File: config.mk
export PLATFORM = sky130hd
export DESIGN_NAME = first_free_match
export DESIGN_NICKNAME = d
export VERILOG_FILES = /design/src/rtl/guess_pkg.sv /design/src/rtl/guess_checker_first_free_match.sv
export SDC_FILE = /design/constraint.sdc
export NUM_CORES = 1
export LEC_CHECK = 0
export ABC_AREA = 1
export BUFFER_PORTS_ARGS = -buffer_cell sky130_fd_sc_hd__buf_2
export CORE_AREA = 2 2 39 41
export DETAILED_ROUTE_END_ITERATION = 10
export DIE_AREA = 0 0 41 43
export PLACE_DENSITY_LB_ADDON = 0.05
export SLEW_MARGIN = 30
export SYNTH_ARGS = -nofsm -noshare
export SYNTH_HDL_FRONTEND = slang
export SYNTH_SLANG_ARGS = --single-unit
export TNS_END_PERCENT = 10
File: constraint.sdc
create_clock -name vclk -period 1.1
set_clock_uncertainty 0.2 [all_clocks]
set_input_delay 0.165 -clock vclk [all_inputs]
set_output_delay 0.165 -clock vclk [all_outputs]
set_load 0.01 [all_outputs]
File: src/rtl/guess_pkg.sv
// Shared constants, state encoding and helpers for the guess checker and the guess-entry stage.
package guess_pkg;

    localparam int NUM_PEGS  = 4;
    localparam int COLOR_W   = 3;
    localparam int MAX_TRIES = 10;
    localparam int CNT_W     = 3;
    localparam int ATT_W     = 4;

    typedef enum logic [2:0] {
        S_IDLE    = 3'd0,
        S_EXACT   = 3'd1,
        S_PARTIAL = 3'd2,
        S_REPORT  = 3'd3,
        S_OVER    = 3'd4
    } state_t;

    function automatic logic [CNT_W-1:0] count_ones(input logic [NUM_PEGS-1:0] bits);
        logic [CNT_W-1:0] total;
        total = '0;
        for (int i = 0; i < NUM_PEGS; i++) begin
            total = total + CNT_W'(bits[i]);
        end
        return total;
    endfunction

endpackage

File: src/rtl/guess_checker_first_free_match.sv
// Combinational search: finds the lowest-index unmatched secret peg whose colour equals the given one.
module first_free_match
    import guess_pkg::*;
(
    input  logic [COLOR_W-1:0]               color,
    input  logic [NUM_PEGS-1:0][COLOR_W-1:0] secrets,
    input  logic [NUM_PEGS-1:0]              matched,
    output logic                             hit,
    output logic [NUM_PEGS-1:0]              onehot
);

    logic [NUM_PEGS-1:0] eligible;
    logic [NUM_PEGS-1:0] eligible_neg;

    generate
        for (genvar gi = 0; gi < NUM_PEGS; gi++) begin : g_elig
            assign eligible[gi] = !matched[gi] && (secrets[gi] == color);
        end
    endgenerate

    // Two's-complement trick isolates the lowest set bit.
    assign eligible_neg = ~eligible + NUM_PEGS'(1);
    assign onehot       = eligible & eligible_neg;
    assign hit          = |eligible;

endmodule

==> flow_metrics.py, run 1 <==
metrics = {
    "run_status": {
        "outcome": "finished with violations",
        "failed_checks": "setup timing",
    },
    "min_path": {
        "holdPathStages": 7,
        "hold_path.class": "input pin to primary output",
    },
    "critical_path": {
        "critPathLaunchType": "input pin",
        "arrival_ps": 870,
        "setup.worst_path.class": "input pin to primary output",
        "cp-end-kind": "primary output",
        "critPathMaxFanout": 5,
        "worst_ep_required_time_ps": 730,
    },
    "yosys": {
        "yosys_warnings": 0,
        "synthesis.area_per_instance_um2": 4.00,
        "syn-cell-area_um2": 280,
        "synth_compound_gate_area_share": 0.0580,
        "synthAdderAreaFrac": 0,
        "share_of_synthesized_area_spent_on_multiplexers": 0,
        "xor_xnor_cell_area_share_of_the_yosys_netlist": 0.0313,
        "synth_cell_types": 9,
        "synth_top_cells_by_count": "sky130_fd_sc_hd__nand2_1 (32), sky130_fd_sc_hd__inv_1 (14), sky130_fd_sc_hd__nor2_1 (13)",
        "dominant_combinational_cell_family_by_area_after_synthesis": "simple AND/OR/NAND/NOR gates",
        "synthMostInstantiatedCell": "sky130_fd_sc_hd__nand2_1",
        "synth_sequential_area_ratio": 0,
        "ys_top_cells_by_area": "sky130_fd_sc_hd__nand2_1 (43%), sky130_fd_sc_hd__inv_1 (19%), sky130_fd_sc_hd__nor2_1 (17%)",
        "syn_nets": 89,
        "syn_inst": 70,
        "yosysTopAreaCellShare": 0.429,
        "synth_area_leader_cell": "sky130_fd_sc_hd__nand2_1",
        "synth-simple-area-share": 0.643,
    },
    "placed_design": {
        "place_congestion": 0.698,
        "half_perimeter_wire_length_after_detailed_placement_um": 666,
        "placedCellCount": 110,
        "io_buffer_count": 24,
    },
    "cells_and_area": {
        "layoutNonFillerInstCount": 110,
        "multi_input_comb_area_um2": 225,
        "numSequentialCells": 0,
        "syn2layout_area_growth_pct": 74.1,
        "ratio_of_cells_with_drive_above_1_in_the_final_layout": 0.426,
        "clock_buffers": 0,
        "final_net_count": 115,
        "register_area_um2": 0,
        "n_fill_cell": 184,
        "diodes": 0,
    },
    "power_and_ir_drop": {
        "net_switching_power_w": 0.0000864,
        "sw_frac_of_total": 0.502,
        "power_density_of_the_placed_cells_nw_per_um2": 352,
        "cellInternalPower_w": 0.0000855,
        "power_frac_comb": 1.000,
        "power.ir.vdd_worst_uv": 135,
        "power.clock.fraction": 0,
        "pwr-share-seq": 0,
        "static-leakage-power_nw": 0.348,
        "post-layout-total-power_w": 0.000172,
    },
    "timing": {
        "final-max-slew-violation-count": 0,
        "worstMarginPinSlew_ps": 201,
        "final_min_period_over_clock_period": 1.12,
        "timing_hold_violations_final": 0,
        "max_freq_mhz": 810,
        "post-route-worst-setup-slack_ps": -135,
        "slew_headroom": 0.866,
        "report.final.setup_viol": 5,
        "rsz0062_at_grt": "true",
        "min_period_ps": 1230,
    },
    "global_route": {
        "first_global_vias": 338,
        "antenna_found_initial": 0,
        "grt_util_all_layers": 0.0861,
        "grt_max_degree": 7,
        "globalRoute.totalOverflow": 0,
        "global_route_wire_length_before_repair_um": 1130,
    },
    "routing": {
        "totalWireLength_um": 732,
        "initialDrtViolationCount": 0,
        "routed_wire_length_per_instance_um": 6.65,
        "drt_first_pass_iters": 1,
        "drc_violation_count_after_routing": 0,
        "dr_total_vias": 408,
        "route.antenna.remaining_nets": 0,
        "avgViaCountPerCell": 3.71,
    },
    "die": {
        "floorplan.die.width_um": 41,
        "core_region_area_um2": 1380,
        "ioPinCount": 24,
        "die_height_um": 43,
        "fp.dieArea_um2": 1760,
        "core.rowCount": 14,
        "start_util": 0.203,
    },
    "job": {
        "drv.max_cap_violation_count": 0,
    },
    "clock_network": {
        "postCtsHoldBufs": 0,
        "cts_post_setup_buffers_inserted": 0,
    },
}
-- layout make-up --
| type | count | share of cell area |
|---|---|---|
| well taps | 16 | 0.0410 |
| repair buffers | 24 | 0.323 |
| inverters | 20 | 0.174 |
| multi-input cells | 50 | 0.462 |
-- path summary, 6_finish.rpt --
path / startpoint / to / slack, ps
setup / recovery: color[2] / onehot[3] / -130
hold / removal: matched[3] / onehot[3] / 540
-- stage by stage --
stage / instance area (um2) / setup TNS (ps) / utilization / worst slack [ps] / hold WS, ps
after global routing: 488 / -879 / 0.353 / -240 / 608
after CTS: 470 / -709 / 0.340 / -194 / 547
after global placement: 420 / -993 / 0.304 / -242 / 553
final: 488 / -454 / 0.353 / -135 / 539
after detailed placement: 420 / -1040 / 0.304 / -256 / 551
after floorplan: 280 / 0 / - / 50.2 / 340
-- power by group through the flow --
stage / sequential (W) / clock, W / combinational [W]
finish: 0 / 0 / 0.000172
global route: 0 / 0 / 0.000197
CTS: 0 / 0 / 0.000167
detailed placement: 0 / 0 / 0.000146
global placement: 0 / 0 / 0.000147
floorplan: 0 / 0 / 0.0000801
-- routing by layer --
| layer | share of wire | GRT usage |
|---|---|---|
| met1 | 0.44 | 0.108 |
| met2 | 0.49 | 0.163 |
| met3 | 0.061 | 0 |
| met4 | 0 | 0 |
| met5 | 0 | 0 |
-- critical path, cell delays in order --
cell and delay, ps:
sky130_fd_sc_hd__buf_12 110, sky130_fd_sc_hd__xnor2_2 150, sky130_fd_sc_hd__nand2_1 80, sky130_fd_sc_hd__nor2_2 120, sky130_fd_sc_hd__inv_1 50, sky130_fd_sc_hd__nor2_1 70, sky130_fd_sc_hd__buf_2 130
-- cells by family (layout without fill, tap and decap cells) --
group	Yosys count	in the layout
xor+xnor	1	1
compound gates	2	2
simple gates	47	47
buf+inv	20	44
-- layout by cell type, fill, tap and decap left out --
master,instances
sky130_fd_sc_hd__nand3_1,1
sky130_fd_sc_hd__buf_2,20
sky130_fd_sc_hd__inv_4,2
sky130_fd_sc_hd__nor2_1,12
sky130_fd_sc_hd__nand2_2,4
sky130_fd_sc_hd__buf_12,1
sky130_fd_sc_hd__inv_1,12
sky130_fd_sc_hd__nor2_2,2
sky130_fd_sc_hd__buf_8,1
sky130_fd_sc_hd__inv_2,5
sky130_fd_sc_hd__buf_6,2
sky130_fd_sc_hd__xnor2_2,1
sky130_fd_sc_hd__a21oi_2,1
sky130_fd_sc_hd__inv_6,1
sky130_fd_sc_hd__nand2_1,28
sky130_fd_sc_hd__o211ai_1,1
-- timing repair --
action / CTS / global route
pin swaps: 7 / 9
resized for setup: 15 / 7
endpoints found under the setup margin: 5 / 5
Power figures use the tool's default switching activity.
==> run 2, diff against run 1 <==
--- a/config.mk
+++ b/config.mk
@@ -5,13 +5,12 @@
 export SDC_FILE = /design/constraint.sdc
 export NUM_CORES = 1
 export LEC_CHECK = 0
-export ABC_AREA = 1
 export BUFFER_PORTS_ARGS = -buffer_cell sky130_fd_sc_hd__buf_2
 export CORE_AREA = 2 2 39 41
 export DETAILED_ROUTE_END_ITERATION = 10
 export DIE_AREA = 0 0 41 43
 export PLACE_DENSITY_LB_ADDON = 0.05
-export SLEW_MARGIN = 30
+export SLEW_MARGIN = 10
 export SYNTH_ARGS = -nofsm -noshare
 export SYNTH_HDL_FRONTEND = slang
 export SYNTH_SLANG_ARGS = --single-unit
==> constraint.sdc (replaced) <==
create_clock -name vclk -period 1.46
set_clock_uncertainty 0.2 [all_clocks]
set_input_delay 0.219 -clock vclk [all_inputs]
set_output_delay 0.219 -clock vclk [all_outputs]
set_load 0.01 [all_outputs]
==> flow_metrics.py, run 2 <==
metrics = {
    "placed_design": {
        "half_perimeter_wire_length_after_detailed_placement_um": 572,
        "place_congestion": 0.567,
        "placedCellCount": 65,
        "place_area_um2": 367,
        "io_buffer_count": 24,
    },
    "critical_path": {
        "arrival_ps": 1300,
        "cp-end-kind": "primary output",
        "setup.worst_path.class": "input pin to primary output",
        "critPathLaunchType": "input pin",
        "worst_ep_required_time_ps": 1040,
        "critPathMaxFanout": 4,
    },
    "cells_and_area": {
        "layoutNonFillerInstCount": 66,
        "syn2layout_area_growth_pct": 140,
        "layout.cells.most_common": "sky130_fd_sc_hd__buf_2",
        "numSequentialCells": 0,
        "final_net_count": 71,
        "final_cell_mix": "sky130_fd_sc_hd__buf_2 (20), sky130_fd_sc_hd__xor2_1 (11), sky130_fd_sc_hd__or4_4 (3), sky130_fd_sc_hd__buf_6 (3), sky130_fd_sc_hd__buf_4 (3)",
        "ratio_of_cells_with_drive_above_1_in_the_final_layout": 0.700,
        "register_area_um2": 0,
        "diodes": 0,
        "n_fill_cell": 157,
        "fin_area_um2": 442,
        "clock_buffers": 0,
    },
    "power_and_ir_drop": {
        "power_density_of_the_placed_cells_nw_per_um2": 284,
        "static-leakage-power_nw": 0.216,
        "power.ir.vdd_worst_uv": 74.0,
        "post-layout-total-power_w": 0.000125,
    },
    "timing": {
        "slew_headroom": 0.650,
        "tns_ps": -1030,
        "final-max-slew-violation-count": 0,
        "min_period_ps": 1720,
        "post-route-worst-setup-slack_ps": -258,
        "report.final.setup_viol": 5,
        "timing_hold_violations_final": 0,
        "worstMarginPinSlew_ps": 521,
        "max_freq_mhz": 582,
        "rsz0062_at_grt": "true",
        "final_min_period_over_clock_period": 1.18,
        "whs_ps": 600,
    },
    "yosys": {
        "synth_top_cells_by_count": "sky130_fd_sc_hd__xor2_1 (12), sky130_fd_sc_hd__nor4_1 (3), sky130_fd_sc_hd__or4_4 (2)",
        "synth_area_leader_cell": "sky130_fd_sc_hd__xor2_1",
        "synth_cell_types": 8,
        "synthMostInstantiatedCell": "sky130_fd_sc_hd__xor2_1",
        "yosys_warnings": 0,
        "ys_top_cells_by_area": "sky130_fd_sc_hd__xor2_1 (57%), sky130_fd_sc_hd__or4_4 (12%), sky130_fd_sc_hd__nor4_1 (10%)",
        "yosysTopAreaCellShare": 0.571,
        "synthesis.area_per_instance_um2": 8.36,
        "syn-cell-area_um2": 184,
        "syn_nets": 41,
        "syn_inst": 22,
        "synth_sequential_area_ratio": 0,
    },
    "routing": {
        "dr_total_vias": 261,
        "route.top_layer_used": "met3",
        "detail_route.wirelength.met1_um": 257,
        "routed_wire_length_per_instance_um": 9.86,
        "dr_wl_met2_um": 313,
        "totalWireLength_um": 651,
        "initialDrtViolationCount": 0,
        "drc_violation_count_after_routing": 0,
        "avgViaCountPerCell": 3.95,
        "met3_length_um": 79,
        "route.antenna.remaining_nets": 0,
        "drt_first_pass_iters": 1,
    },
    "die": {
        "core.rowCount": 14,
        "start_util": 0.133,
        "die_height_um": 43,
        "fp.dieArea_um2": 1760,
        "core_region_area_um2": 1380,
        "ioPinCount": 24,
        "floorplan.die.width_um": 41,
    },
    "min_path": {
        "hold_path.class": "input pin to primary output",
        "holdPathStages": 4,
    },
    "global_route": {
        "antenna_found_initial": 0,
        "globalRoute.totalOverflow": 0,
        "grt_max_degree": 5,
        "first_global_vias": 230,
        "grt_util_all_layers": 0.0729,
        "global_route_wire_length_before_repair_um": 945,
    },
    "clock_network": {
        "postCtsHoldBufs": 0,
    },
    "job": {
        "drv.max_cap_violation_count": 0,
    },
    "run_status": {
        "outcome": "finished with violations",
        "failed_checks": "setup timing",
    },
}
==> run 2: cell count changes after synthesis, sizes merged, moves of 3 or more <==
| cell | previous run | this run |
|---|---|---|
| nand2 | 32 | 0 |
| inv | 20 | 0 |
| nor2 | 14 | 1 |
| xor2 | 0 | 12 |
| nor4 | 0 | 4 |
| or4 | 0 | 3 |
==> run 2: cell families (layout without fill, tap and decap cells) <==
kind of cell,Yosys count,in the layout,share of synthesized area
xor gates and xnor gates,12,12,0.571
buffers and inverters,0,28,0
and+or+nand+nor,10,10,0.429
==> run 2: final timing paths <==
kind                        end        from  slack (ps)
worst max-delay path  onehot[3]    color[2]        -260
worst min-delay path  onehot[2]  matched[2]         600
==> run 2: where the power goes <==
group	leakage, nW	internal (W)	switching [W]
Combinational	0.216	0.0000683	0.0000572
Sequential	0	0	0
Clock	0	0	0
Total	0.216	0.0000683	0.0000572
==> run 2: per-layer routing <==
metal,track usage,vias to the layer above
li1,-,141
met1,0.108,104
met2,0.119,16
met3,0.00524,0
met4,0,0
met5,0,-
==> run 2: stage by stage <==
| step | worst slack (ps) | utilization |
|---|---|---|
| CTS | -260 | 0.279 |
| detailed placement | -312 | 0.265 |
| finish | -258 | 0.319 |
| global route | -344 | 0.319 |
| floorplan | -72.4 | - |
| global placement | -288 | 0.265 |
==> run 2: final cells by class <==
cell class	instances	area, um2	share of cell area
timing repair buffer	28	186	0.422
tap	16	20.0	0.0453
multi-input combinational	22	235	0.533
==> run 2: what timing repair did <==
action                                 4_1_cts  5_1_grt
endpoints found under the hold margin        0        0
gates resized for setup                      6        9
setup endpoints to repair                    5        5
setup buffers                                0        1
pin swaps                                    3        4
==> run 2: critical path, cell delays in order <==
cell and delay [ps]:
sky130_fd_sc_hd__buf_8 110, sky130_fd_sc_hd__xor2_1 150, sky130_fd_sc_hd__or4_4 530, sky130_fd_sc_hd__nor4_4 130
sky130_fd_sc_hd__buf_2 160
==> run 3, diff against run 2 <==
==> constraint.sdc (replaced) <==
create_clock -name vclk -period 1.46
set_clock_uncertainty 0.2 [all_clocks]
set_input_delay 0.438 -clock vclk [all_inputs]
set_output_delay 0.438 -clock vclk [all_outputs]
set_load 0.01 [all_outputs]
==> flow_metrics.py, run 3 (same netlist as run 2, synthesis figures left out) <==
metrics = {
    "cells_and_area": {
        "numSequentialCells": 0,
        "final_cell_mix": "sky130_fd_sc_hd__buf_2 (20), sky130_fd_sc_hd__xor2_1 (12), sky130_fd_sc_hd__buf_4 (6)",
        "syn2layout_area_growth_pct": 141,
        "ratio_of_cells_with_drive_above_1_in_the_final_layout": 0.712,
        "final_net_count": 73,
        "layout.cells.most_common": "sky130_fd_sc_hd__buf_2",
        "n_fill_cell": 156,
        "clock_buffers": 0,
        "multi_input_comb_area_um2": 229,
        "register_area_um2": 0,
        "diodes": 0,
        "post-route-util": 0.320,
    },
    "routing": {
        "route.antenna.remaining_nets": 0,
        "initialDrtViolationCount": 0,
        "totalWireLength_um": 632,
        "dr_total_vias": 278,
        "drc_violation_count_after_routing": 0,
        "drt_first_pass_iters": 1,
        "avgViaCountPerCell": 4.09,
        "routed_wire_length_per_instance_um": 9.29,
    },
    "die": {
        "ioPinCount": 24,
        "start_util": 0.133,
        "core_region_area_um2": 1380,
        "core.rowCount": 14,
        "fp.dieArea_um2": 1760,
        "floorplan.die.width_um": 41,
        "die_height_um": 43,
    },
    "timing": {
        "report.final.setup_viol": 5,
        "final_min_period_over_clock_period": 1.49,
        "tns_ps": -3240,
        "max_freq_mhz": 459,
        "timing_hold_violations_final": 0,
        "final-max-slew-violation-count": 0,
        "slew_headroom": 0.682,
        "min_period_ps": 2180,
        "rsz0062_at_grt": "true",
        "post-route-worst-setup-slack_ps": -718,
        "worstMarginPinSlew_ps": 472,
    },
    "min_path": {
        "worst_hold_startpoint": "matched[1]",
        "hold-path-endpoint": "onehot[1]",
        "holdPathStages": 4,
        "hold_path.class": "input pin to primary output",
    },
    "global_route": {
        "global_route_wire_length_before_repair_um": 1040,
        "grt_util_all_layers": 0.0799,
        "globalRoute.totalOverflow": 0,
        "grt_max_degree": 6,
        "antenna_found_initial": 0,
        "first_global_vias": 248,
    },
    "critical_path": {
        "critPathMaxFanout": 4,
        "setup.worst_path.class": "input pin to primary output",
        "arrival_ps": 1540,
        "cp-end-kind": "primary output",
        "critPathLaunchType": "input pin",
        "worst_ep_required_time_ps": 820,
    },
    "power_and_ir_drop": {
        "power_density_of_the_placed_cells_nw_per_um2": 291,
        "power.ir.vdd_worst_uv": 78.2,
        "static-leakage-power_nw": 0.216,
    },
    "run_status": {
        "failed_checks": "setup timing",
        "outcome": "finished with violations",
    },
    "placed_design": {
        "io_buffer_count": 24,
        "half_perimeter_wire_length_after_detailed_placement_um": 599,
        "place_congestion": 0.579,
    },
    "clock_network": {
        "postCtsHoldBufs": 0,
        "cts_post_setup_buffers_inserted": 0,
    },
    "job": {
        "drv.max_cap_violation_count": 0,
    },
}
run 3: cell count changes in the layout (fill, tap and decap cells not counted):
cell and change:
sky130_fd_sc_hd__xor2_1 +1, sky130_fd_sc_hd__xor2_4 -1, sky130_fd_sc_hd__nor4_2 +1, sky130_fd_sc_hd__buf_4 +3
sky130_fd_sc_hd__nor3_2 -1, sky130_fd_sc_hd__nor4_1 -1, sky130_fd_sc_hd__nor3_4 +1, sky130_fd_sc_hd__buf_8 -1
run 3: where the power goes:
group	switching (W)	total, W	leakage [nW]	internal, W
Clock	0	0	0	0
Sequential	0	0	0	0
Combinational	0.0000580	0.000129	0.216	0.0000709
Total	0.0000580	0.000129	0.216	0.0000709
run 3: metrics by stage:
step	std cells	hold slack (ps)	power, W	setup WS (ps)	cell area, um2
2_1_floorplan	22	723	0.0000568	-508	225
3_3_place_gp	68	1040	0.000119	-758	410
3_5_place_dp	68	1050	0.000122	-782	410
4_1_cts	68	1050	0.000128	-741	432
5_1_grt	68	1060	0.000141	-784	443
6_report	68	1040	0.000129	-718	443
run 3: worst max path at each step:
stage | start | endpoint | slack [ps]
floorplan | color[2] | hit | -510
global placement | color[1] | onehot[2] | -760
detailed placement | color[1] | onehot[2] | -780
CTS | color[1] | onehot[2] | -740
global route | color[2] | onehot[3] | -780
finish | color[2] | onehot[3] | -720
run 3: layout make-up:
class / count / share of cell area
well taps: 16 / 0.0452
repair buffers: 30 / 0.438
multi-input cells: 22 / 0.517
run 3: worst max-delay path, stage by stage:
cell	delay, ps
sky130_fd_sc_hd__buf_8	110
sky130_fd_sc_hd__xor2_1	150
sky130_fd_sc_hd__or4_4	540
sky130_fd_sc_hd__nor4_4	150
sky130_fd_sc_hd__buf_2	170
run 3: per-layer routing:
layer	track usage	vias up	wire length, um
li1	-	146	-
met5	0	-	0
met1	0.111	116	247
met2	0.141	16	322
met3	0	0	61
met4	0	0	0
run 3: timing repair:
item,in CTS,in global routing
gates resized for setup,6,3
endpoints found under the setup margin,5,5
cloned,0,0
pin swaps,2,1
